<file path="src/rtl/dlf_ctrl_pkg.sv">
// Shared types and default constants for the ADPLL loop-filter gear controller.
// Latency: n/a (types and constants only).
// Backpressure: n/a.
package dlf_ctrl_pkg;

  typedef enum logic [2:0] {
    S_IDLE  = 3'd0,
    S_CLEAR = 3'd1,
    S_ACQ   = 3'd2,
    S_TRACK = 3'd3,
    S_HOLD  = 3'd4
  } state_t;

  localparam int ERR_W_DEF         = 8;
  localparam int GEAR_N_DEF        = 4;
  localparam int CLR_CYC_DEF       = 2;
  localparam int DWELL_DEF         = 64;
  localparam int LOCK_THRESH_DEF   = 4;
  localparam int LOCK_CNT_DEF      = 16;
  localparam int UNLOCK_THRESH_DEF = 32;

  // Coefficient bank select for the default bank count.
  typedef logic [$clog2(GEAR_N_DEF)-1:0] gear_t;

endpackage

</file>
<file path="src/rtl/dlf_lock_detect.sv">
// Lock/unlock detector: counts consecutive small (and, optionally, large) phase errors.
// Latency: hit outputs are combinational on the strobe of the deciding sample.
// Backpressure: none; every strobe is consumed in the cycle it arrives.
// Ports: clk/rstn (sync, active-low); i_clr clears all counters;
//   i_acq_stb = accepted sample in the last ACQ gear; i_trk_stb = accepted sample in TRACK;
//   i_err_mag = magnitude for the strobed sample; o_lock_hit / o_unlock_hit = decision pulses.
// Optional: DLF_LOSS_OF_LOCK_EN adds the 2-bit bad-sample counter behind o_unlock_hit.
module dlf_lock_detect
  import dlf_ctrl_pkg::*;
#(
  parameter int ERR_W         = ERR_W_DEF,
  parameter int LOCK_THRESH   = LOCK_THRESH_DEF,
  parameter int LOCK_CNT      = LOCK_CNT_DEF,
  parameter int UNLOCK_THRESH = UNLOCK_THRESH_DEF
) (
  input  logic             clk,
  input  logic             rstn,
  input  logic             i_clr,
  input  logic             i_acq_stb,
  input  logic             i_trk_stb,
  input  logic [ERR_W-1:0] i_err_mag,
  output logic             o_lock_hit,
  output logic             o_unlock_hit
);

  localparam int LCW = $clog2(LOCK_CNT + 1);
  localparam logic [ERR_W-1:0] LP_SMALL     = ERR_W'(LOCK_THRESH);
  localparam logic [ERR_W-1:0] LP_LARGE     = ERR_W'(UNLOCK_THRESH);
  localparam logic [LCW-1:0]   LP_LOCK_MAX  = LCW'(LOCK_CNT);
  localparam logic [LCW-1:0]   LP_LOCK_LAST = LCW'(LOCK_CNT - 1);

  logic [LCW-1:0] r_lock_cnt;
  logic           w_small;

  assign w_small = (i_err_mag <= LP_SMALL);

  always_ff @(posedge clk) begin
    if (!rstn) begin
      r_lock_cnt <= '0;
    end else if (i_clr) begin
      r_lock_cnt <= '0;
    end else if (i_acq_stb) begin
      if (!w_small)
        r_lock_cnt <= '0;
      else if (r_lock_cnt != LP_LOCK_MAX)
        r_lock_cnt <= r_lock_cnt + LCW'(1);
    end
  end

  // Fires on the sample that completes the run, so the FSM can move on the same edge.
  assign o_lock_hit = i_acq_stb & w_small & (r_lock_cnt == LP_LOCK_LAST);

`ifdef DLF_LOSS_OF_LOCK_EN
  logic [1:0] r_bad_cnt;
  logic       w_large;

  assign w_large = (i_err_mag >= LP_LARGE);

  always_ff @(posedge clk) begin
    if (!rstn) begin
      r_bad_cnt <= 2'd0;
    end else if (i_clr) begin
      r_bad_cnt <= 2'd0;
    end else if (i_trk_stb) begin
      if (!w_large)
        r_bad_cnt <= 2'd0;
      else if (r_bad_cnt != 2'd3)
        r_bad_cnt <= r_bad_cnt + 2'd1;
    end
  end

  // Three large samples already counted plus a fourth one now.
  assign o_unlock_hit = i_trk_stb & w_large & (r_bad_cnt == 2'd3);
`else
  logic w_unused;
  assign w_unused     = i_trk_stb ^ (|LP_LARGE);
  assign o_unlock_hit = 1'b0;
`endif

endmodule

</file>
<file path="src/rtl/dlf_gear_controller.sv">
// Loop-filter sequencer: drives DLF clear/enable, steps the coefficient gear, declares lock.
// Latency: dlf_ce one cycle after an accepted err_valid; gear step visible two cycles after it.
// Backpressure: none; freeze suspends updates and drops any coincident sample.
// Ports: clk, rstn (sync, active-low); i_start (pulse), i_freeze (level),
//   i_err_valid/i_err_mag (sample strobe + magnitude); o_dlf_ce (update pulse),
//   o_dlf_clr (delay-line clear), o_gear (bank select), o_locked, o_busy. All outputs registered.
// Optional: DLF_LOSS_OF_LOCK_EN enables loss-of-lock re-acquisition from TRACK.
module dlf_gear_controller
  import dlf_ctrl_pkg::*;
#(
  parameter int ERR_W         = ERR_W_DEF,
  parameter int GEAR_N        = GEAR_N_DEF,
  parameter int CLR_CYC       = CLR_CYC_DEF,
  parameter int DWELL         = DWELL_DEF,
  parameter int LOCK_THRESH   = LOCK_THRESH_DEF,
  parameter int LOCK_CNT      = LOCK_CNT_DEF,
  parameter int UNLOCK_THRESH = UNLOCK_THRESH_DEF
) (
  input  logic                      clk,
  input  logic                      rstn,
  input  logic                      i_start,
  input  logic                      i_freeze,
  input  logic                      i_err_valid,
  input  logic [ERR_W-1:0]          i_err_mag,
  output logic                      o_dlf_ce,
  output logic                      o_dlf_clr,
  output logic [$clog2(GEAR_N)-1:0] o_gear,
  output logic                      o_locked,
  output logic                      o_busy
);

  localparam int GW = $clog2(GEAR_N);
  localparam int DW = $clog2(DWELL + 1);
  localparam int CW = $clog2(CLR_CYC + 1);
  localparam logic [GW-1:0] LP_GEAR_LAST  = GW'(GEAR_N - 1);
  localparam logic [DW-1:0] LP_DWELL_LAST = DW'(DWELL - 1);
  localparam logic [CW-1:0] LP_CLR_LAST   = CW'(CLR_CYC - 1);

  state_t        r_state, r_ret;
  state_t        w_next, w_ret_next, w_eff;
  logic [CW-1:0] r_clr_cnt;
  logic [DW-1:0] r_dwell;
  logic [GW-1:0] r_gear;
  logic          r_step;
  logic          r_dlf_ce, r_dlf_clr, r_locked, r_busy;

  logic w_accept, w_dwell_stb, w_dwell_done;
  logic w_acq_stb, w_trk_stb, w_lock_clr;
  logic w_lock_hit, w_unlock_hit;

  // HOLD with freeze released behaves as the saved state, so a sample arriving
  // on the release edge is already accepted.
  assign w_eff    = (r_state == S_HOLD) ? r_ret : r_state;
  assign w_accept = i_err_valid & ~i_freeze & ((w_eff == S_ACQ) | (w_eff == S_TRACK));

  assign w_dwell_stb  = w_accept & (w_eff == S_ACQ) & (r_gear != LP_GEAR_LAST);
  assign w_dwell_done = w_dwell_stb & (r_dwell == LP_DWELL_LAST);
  assign w_acq_stb    = w_accept & (w_eff == S_ACQ) & (r_gear == LP_GEAR_LAST);
  assign w_trk_stb    = w_accept & (w_eff == S_TRACK);
  assign w_lock_clr   = (r_state == S_CLEAR) | w_dwell_done;

  dlf_lock_detect #(
    .ERR_W        (ERR_W),
    .LOCK_THRESH  (LOCK_THRESH),
    .LOCK_CNT     (LOCK_CNT),
    .UNLOCK_THRESH(UNLOCK_THRESH)
  ) u_lock_detect (
    .clk         (clk),
    .rstn        (rstn),
    .i_clr       (w_lock_clr),
    .i_acq_stb   (w_acq_stb),
    .i_trk_stb   (w_trk_stb),
    .i_err_mag   (i_err_mag),
    .o_lock_hit  (w_lock_hit),
    .o_unlock_hit(w_unlock_hit)
  );

  always_comb begin
    w_next     = r_state;
    w_ret_next = r_ret;
    case (r_state)
      S_IDLE: begin
        if (i_start) w_next = S_CLEAR;
      end
      S_CLEAR: begin
        if (r_clr_cnt == LP_CLR_LAST) w_next = S_ACQ;
      end
      S_ACQ, S_TRACK, S_HOLD: begin
        if (i_freeze) begin
          w_next = S_HOLD;
          if (r_state != S_HOLD) w_ret_next = r_state;
        end else if ((w_eff == S_ACQ) && w_lock_hit) begin
          w_next = S_TRACK;
        end else if ((w_eff == S_TRACK) && w_unlock_hit) begin
          w_next = S_CLEAR;
        end else begin
          w_next = w_eff;
        end
      end
      default: w_next = S_IDLE;
    endcase
  end

  always_ff @(posedge clk) begin
    if (!rstn) begin
      r_state   <= S_IDLE;
      r_ret     <= S_IDLE;
      r_clr_cnt <= '0;
      r_dwell   <= '0;
      r_gear    <= '0;
      r_step    <= 1'b0;
      r_dlf_ce  <= 1'b0;
      r_dlf_clr <= 1'b0;
      r_locked  <= 1'b0;
      r_busy    <= 1'b0;
    end else begin
      r_state   <= w_next;
      r_ret     <= w_ret_next;
      r_dlf_ce  <= w_accept;
      r_dlf_clr <= (w_next == S_CLEAR);
      r_busy    <= (w_next != S_IDLE);
      if (w_next == S_CLEAR) begin
        r_clr_cnt <= (r_state == S_CLEAR) ? r_clr_cnt + CW'(1) : '0;
        r_dwell   <= '0;
        r_gear    <= '0;
        r_step    <= 1'b0;
        r_locked  <= 1'b0;
      end else begin
        r_clr_cnt <= '0;
        // The DWELL-th sample is filtered with the old bank; the step lands one edge later.
        if (r_step) begin
          r_gear <= r_gear + GW'(1);
          r_step <= 1'b0;
        end
        if (w_dwell_done) begin
          r_dwell <= '0;
          r_step  <= 1'b1;
        end else if (w_dwell_stb) begin
          r_dwell <= r_dwell + DW'(1);
        end
        if (w_lock_hit) r_locked <= 1'b1;
      end
    end
  end

  assign o_dlf_ce  = r_dlf_ce;
  assign o_dlf_clr = r_dlf_clr;
  assign o_gear    = r_gear;
  assign o_locked  = r_locked;
  assign o_busy    = r_busy;

endmodule

</file>
<file path="config.mk">
export PLATFORM = sky130hd
export DESIGN_NAME = dlf_gear_controller
export DESIGN_NICKNAME = d
export VERILOG_FILES = /design/src/rtl/dlf_ctrl_pkg.sv /design/src/rtl/dlf_lock_detect.sv /design/src/rtl/dlf_gear_controller.sv
export SDC_FILE = /design/constraint.sdc
export NUM_CORES = 1
export LEC_CHECK = 0
export CORE_MARGIN = 1.5
export CORE_UTILIZATION = 57
export DETAILED_ROUTE_END_ITERATION = 6
export GPL_ROUTABILITY_DRIVEN = 0
export PLACE_DENSITY = 0.8
export SYNTH_ARGS = -nofsm -noshare
export SYNTH_HDL_FRONTEND = slang
export SYNTH_SLANG_ARGS = --single-unit
</file>
<file path="constraint.sdc">
create_clock -name clk -period 3.2 [get_ports clk]
set_input_delay 0.64 -clock clk [delete_from_list [all_inputs] [get_ports clk]]
set_output_delay 0.64 -clock clk [all_outputs]
set_load 0.1 [all_outputs]
</file>
-- Yosys cells after proc, flatten, opt, wreduce, memory -nomap -nowiden
Cells that the tools add are included.
- memory bits (read-only): 0
- word-level logic and storage cells: 62
- flip-flop bits (word level): 27
- RAM bits: 0
- output and inout bits: 6
- bits in latches: 0
- memories: 0
- bits of input ports: 13
- magnitude comparators: 1
- reduce and logical (&&, ||, !) cells: 10
- shifts and indexed selects: 0
- bitwise operators: 12
- multiplexer cells: 9
- $mul: 0
- eq/ne operators: 15
- div/mod/pow operators: 0
- add/subtract/negate cells: 4
- operators by type and width (cell ; number):
    $mux 3 ; 5
    $eq 3x2->1 const B ; 4
    $mux 5 ; 2
    $pmux 3 s3 ; 1
    $and 1x1->1 ; 8
    $le 8x3->1 const B ; 1
    $add 7x1->7 const B ; 1
    $eq 7x6->1 const B ; 1
    $eq 3x1->1 const B ; 2
    $reduce_and 3->1 ; 2
    $reduce_or 3->1 ; 2
    $add 5x1->5 const B ; 1
    $eq 5x4->1 const B ; 1
    $ne 5x5->1 const B ; 1
    $add 2x1->2 const B ; 2
    $ne 2x2->1 const B ; 2
    $reduce_or 2->1 ; 2
    $eq 3x3->1 const B ; 1
    $logic_not 3->1 ; 1
    $ne 3x3->1 const B ; 1
    $reduce_bool 3->1 ; 1
    $eq 2x1->1 const B ; 1
    $eq 2x2->1 const B ; 1
    $not 1->1 ; 2
    4 further kinds ; 5

-- Longest topological paths before layout
- depth after elaboration: 15
- mapped depth: 9
- mapped depth without buffers: 8

-- Modules after synthesis
From an unflattened synthesis, not the netlist that was laid out.
- cell total of the unflattened synthesis: 157
- area, all modules: 1505.2 um^2
- by module, submodules not included (module ; instances ; cells an instance ; seq. area each (um^2) ; area each (um^2)):
    dlf_gear_controller ; 1 ; 115 ; 440.4 ; 1132.3
    dlf_lock_detect ; 1 ; 42 ; 100.1 ; 372.9

-- Worst setup path before layout
OpenSTA, ideal clock, no wires.
- path type: register to register
- start: reg r_gear[0] (netlist: o_gear[0])
- end: reg r_gear[0] (netlist: o_gear[0])
- stages on the path, launching flop included: 7
- setup time: 0.132 ns
- path slack: 0.777 ns
- arrival: 2.291 ns
- buffers on the path: 1
- required time: 3.068 ns
- clock period less this slack: 2.423 ns
- cells stage by stage: dfxtp_1 -> ha_1 -> or3b_1 -> nor4_2 -> o21ba_2 -> buf_2 -> nor3_1
- longest elaborated chain between the ends: 10
- elaborated cells on any way between the ends: 11
- those cells by class: 1 x add/sub; 2 x eq/ne; 3 x mux; 3 x bitwise; 2 x reduce/logical
- ends and longest elaborated chain (what ; line ; text):
    start: declaration ; dlf_gear_controller.sv:43 ; logic [GW-1:0] r_gear;
    start signal: assignment ; dlf_gear_controller.sv:132 ; r_gear <= r_gear + GW'(1);
    $eq 2x2->1 ; dlf_gear_controller.sv:58 ; assign w_acq_stb = w_accept & (w_eff == S_ACQ) & (r_gear == LP_GEAR_LAST);
    $and 1x1->1 ; dlf_gear_controller.sv:58 ;
    $and 1x1->1 (2 in series) ; dlf_lock_detect.sv:51 ; assign o_lock_hit = i_acq_stb & w_small & (r_lock_cnt == LP_LOCK_LAST);
    $logic_and 1x1->1 ; dlf_gear_controller.sv:92 ; end else if ((w_eff == S_ACQ) && w_lock_hit) begin
    $mux 3 ; dlf_gear_controller.sv:92 ;
    $mux 3 ; dlf_gear_controller.sv:89 ; if (i_freeze) begin
    $pmux 3 s3 ; dlf_gear_controller.sv:81 ; case (r_state)
    $eq 3x1->1 ; dlf_gear_controller.sv:122 ; if (w_next == S_CLEAR) begin
    $reduce_or 2->1 (no source line) ; n/a ;
Several ways; a longest one is shown, not always the timed one.
A chain may end at the register's enable or synchronous reset.

-- Final worst setup path
- start: in i_freeze
- end: reg u_lock_detect.r_lock_cnt[3]
- longest elaborated chain between the ends: 8
- elaborated cells on any way between the ends: 10
- those cells by class: 8 x bitwise; 2 x reduce/logical
- ends and longest elaborated chain (what ; line ; text):
    start: declaration ; dlf_gear_controller.sv:22 ; input logic i_freeze,
    $not 1->1 (*) ; dlf_gear_controller.sv:54 ; assign w_accept = i_err_valid & ~i_freeze & ((w_eff == S_ACQ) | (w_eff == S_TRACK));
    $and 1x1->1 (*) (2 in series) ; dlf_gear_controller.sv:54 ;
    $and 1x1->1 (*) ; dlf_gear_controller.sv:56, dlf_gear_controller.sv:58 ;
    $and 1x1->1 ; dlf_gear_controller.sv:56 ; assign w_dwell_stb = w_accept & (w_eff == S_ACQ) & (r_gear != LP_GEAR_LAST);
    $and 1x1->1 ; dlf_gear_controller.sv:57 ; assign w_dwell_done = w_dwell_stb & (r_dwell == LP_DWELL_LAST);
    $or 1x1->1 ; dlf_gear_controller.sv:60 ; assign w_lock_clr = (r_state == S_CLEAR) | w_dwell_done;
    $reduce_or 2->1 (no source line) ; n/a ;
    end signal: assignment ; dlf_lock_detect.sv:46 ; r_lock_cnt <= r_lock_cnt + LCW'(1);
    end: declaration ; dlf_lock_detect.sv:32 ; logic [LCW-1:0] r_lock_cnt;
Mark *: on every way between the ends. The rest lies on a longest branch, timed or not.

==> run summary <==
The run finished with clean final reports. Hold timing on the final database bottoms out at a slack of 453 ps. The post-synthesis sequential area ratio came out at 39.4%.

STA classifies the critical path endpoint as a register. Each instance of the synthesized netlist takes up on average 9.21 sq um. The share of flip-flops with an asynchronous set or reset after synthesis is 0%.

The largest total area in the synthesized netlist belongs to sky130_fd_sc_hd__dfxtp_1. The static leakage is 0.581 nW. The number of H-tree branching levels is 1. The number of optimization iterations in the first detailed-route pass is 4.

The clock tree from TritonCTS is done. Setup repair after global routing left no endpoint under its margin. The ratio of final minimum period to clock period is 76.6%. Clock tree synthesis inserted a total of 3 buffers. The total nets after synthesis came out at 168.

The maximum number of buffers from clock root to sink came out at 2. Once placement finished, the instance area stood at 1550 sq um. The total number of clock tree sinks came out at 27.

The worst hold path belongs to the class register to register. The estimated wirelength of the detail-placed design is 2040 um. The number of distinct library cell variants in the gate-level netlist after synthesis came out at 46. The worst register-to-register path has a setup slack of 1040 ps. The wire length of the first global-routing pass came out at 4380 um. The number of synthesized flops with an enable pin came out at 0.

The most used flip-flop cell after synthesis is sky130_fd_sc_hd__dfxtp_1. The area fraction of the dominant cell type after synthesis is 39.4%. The number of nets with antenna violations after detailed routing is 0. The routed via count came out at 1,133. Leaving out fill and tap cells, the most frequent cell in the layout is sky130_fd_sc_hd__dfxtp_1. The area of the core is 2230 sq um. The share of final-layout standard cells stronger than drive strength 1 came out at 13.3%. The number of antenna violations at the first check in global routing came out at 0. Timing would allow up to 0.408 GHz. The smallest clock period supported by the final layout is computed as 2450 ps. For this design, the slowest cell found on the critical path is sky130_fd_sc_hd__clkdlybuf4s50_1.

The CTS clock-pin slew for the worst setup and hold paths came out at 150 ps. By startpoint and endpoint, the worst setup path is classified as input pin to register. The worst path buffer plus inverter count is 1. The count of final max-slew check failures is 0. After synthesis the netlist holds a flip-flop and latch count of 27. After synthesis the cells add up to 1370 sq um. The total DRC errors in the routed layout is 0.

The post-cts gate resize count is 0. The data arrival time of the worst path is 2740 ps. The final design area excluding fillers is 1570 sq um. The net count reported at finish is 186. Ranked by total cell area, the synthesized netlist is headed by sky130_fd_sc_hd__dfxtp_1, sky130_fd_sc_hd__ha_1, sky130_fd_sc_hd__nor3b_1. The total wirelength of the detailed-routed design came out at 2630 um. VDD sags by at most 0.346 mV. Leaving out fill and tap cells, the most frequent cells in the layout are sky130_fd_sc_hd__dfxtp_1, sky130_fd_sc_hd__nor2_1, sky130_fd_sc_hd__clkdlybuf4s50_1. The latest clock arrival within the worst-skew pair is 330 ps.

The count of endpoints failing hold in the final timing report came to 0. The delay of the slowest cell on the worst path is 540 ps. The actual slew at the worst max-slew pin is 682 ps. The number of DRC markers after the initial detailed-route iteration came out at 27. The largest net degree at the start of global routing is 16. Once the floorplan was initialized, standard cells occupied 61.5% of the core. The share of the core filled with cells in the final layout came out at 70.5%. The per-cell routed wire length is 13.6 um. The critical path goes through clkdlybuf4s50_1, nor4b_4, a41o_1, nand2_1, or4_4, a21oi_2.

The total die area is 2710 sq um. The number of diodes came out at 0. During synthesis, Yosys emitted a total of 0 warnings. In the synthesized netlist, the number of instances is 149. The via count normalized by instance count came out at 5.84.

Power spread over the standard cell area amounts to 362 nW/um^2. Grouping stages by cell kind, the critical path spends the most delay in simple AND/OR/NAND/NOR gates. The final setup violation count is 0. The die height came out at 52.1 um.

The maximum fanout count along the critical path is 9. The buffer count from post-CTS setup fixing came out at 0. The cell sitting at the root of the clock tree is a sky130_fd_sc_hd__clkbuf_4. Before CTS, the worst setup slack after placement is 418 ps. The total number of placement rows came out at 17.

In this run, post-CTS hold repair placed 0 buffers. The final setup skew came out at 8.26 ps. The least setup slack across all paths after layout is 747 ps.

The headroom to the max-slew limit came out at 53.9%. The total I/O pin count came out at 19. Measured along the x axis, the die boundary spans 52.1 um. The total global-route track usage is 21.4%.

Max-cap violations in this run came to 0. The data required time of the worst path is 3480 ps. STA classifies the critical path startpoint as an input pin. The global route total overflow came out at 0.

The post-route setup TNS is 0 ps. The count of buffers added on input and output ports is 18. The via count of the first global-routing pass came out at 1,042. The synthesis-to-layout area growth is 14.7%.
layout make-up:
cell class                      count  area (sq um)
Tap cell                           28          35.0
Fill cell                         184           659
Inverter                            8          30.0
Clock inverter                      1          5.00
Sequential cell                    27           541
Timing Repair Buffer               19           173
Clock buffer                        3          22.5
Multi-Input combinational cell    108           768
metal layers:
layer	global-route usage, %	vias to the layer above	part of all wire, %
met5	0	-	0
met4	6.58	0	0.91
met3	3.45	4	3.6
met2	34.2	23	48
met1	29.5	532	48
li1	-	574	-
flip-flops by register name (all words and copies together), names as in the netlist:
| signal | flops |
|---|---|
| o_dlf_clr | 1 |
| o_dlf_ce | 1 |
| o_gear | 2 |
| u_lock_detect.r_lock_cnt | 5 |
| r_ret | 3 |
| o_locked | 1 |
| o_busy | 1 |
| r_state | 3 |
| r_clr_cnt | 2 |
| r_step | 1 |
| r_dwell | 7 |
power breakdown:
part / internal (W) / switching (W) / total [W]
clock network: 0.0000470 / 0.000102 / 0.000149
registers: 0.000341 / 0.00000600 / 0.000347
logic: 0.0000295 / 0.0000446 / 0.0000741
total: 0.000418 / 0.000153 / 0.000571
logic make-up (layout without fill, tap and decap cells):
logic type | count (synthesis) | in the layout | synth area share, %
AND/OR/NAND/NOR | 71 | 71 | 33.4
flip-flops | 27 | 27 | 39.4
AO/OA/AOI/OAI | 21 | 21 | 10.4
buffers and inverters | 14 | 31 | 4.65
adder cells (fa/ha/maj) | 6 | 6 | 5.47
XOR/XNOR | 6 | 6 | 3.83
multiplexers | 4 | 4 | 2.92
synth_stat cells, types with 2 or more instances:
| cell | count |
|---|---|
| sky130_fd_sc_hd__dfxtp_1 | 27 |
| sky130_fd_sc_hd__nor2_1 | 14 |
| sky130_fd_sc_hd__nand2_1 | 9 |
| sky130_fd_sc_hd__nor3b_1 | 9 |
| sky130_fd_sc_hd__inv_1 | 8 |
| sky130_fd_sc_hd__nor3_1 | 7 |
| sky130_fd_sc_hd__ha_1 | 6 |
| sky130_fd_sc_hd__xor2_1 | 5 |
| sky130_fd_sc_hd__a21oi_1 | 4 |
| sky130_fd_sc_hd__mux2i_1 | 4 |
| sky130_fd_sc_hd__nand3_1 | 4 |
| sky130_fd_sc_hd__o21ai_0 | 4 |
| sky130_fd_sc_hd__buf_2 | 3 |
| sky130_fd_sc_hd__nor4_1 | 3 |
| sky130_fd_sc_hd__a31oi_1 | 2 |
| sky130_fd_sc_hd__a41oi_1 | 2 |
| sky130_fd_sc_hd__and2_1 | 2 |
| sky130_fd_sc_hd__and3_1 | 2 |
| sky130_fd_sc_hd__and3b_1 | 2 |
| sky130_fd_sc_hd__and4_1 | 2 |
| sky130_fd_sc_hd__buf_4 | 2 |
| sky130_fd_sc_hd__nand4_1 | 2 |
| sky130_fd_sc_hd__nor2b_1 | 2 |
| sky130_fd_sc_hd__or4_4 | 2 |
metrics by stage:
stage,cells,power (W)
2_1_floorplan,149,0.000402
3_3_place_gp,190,0.000427
3_5_place_dp,190,0.000429
4_1_cts,194,0.000574
5_1_grt,194,0.000592
6_report,194,0.000571
final timing paths:
| check | start | end | cells past startpoint |
|---|---|---|---|
| worst min-delay path | r_clr_cnt[0] | r_clr_cnt[0] | 1 |
| worst min register to register | r_clr_cnt[0] | r_clr_cnt[0] | 1 |
| worst max-delay path | i_freeze | u_lock_detect.r_lock_cnt[3] | 6 |
| worst max register to register | r_state[2] | u_lock_detect.r_lock_cnt[3] | 5 |
(Power assumes the default switching activity.)
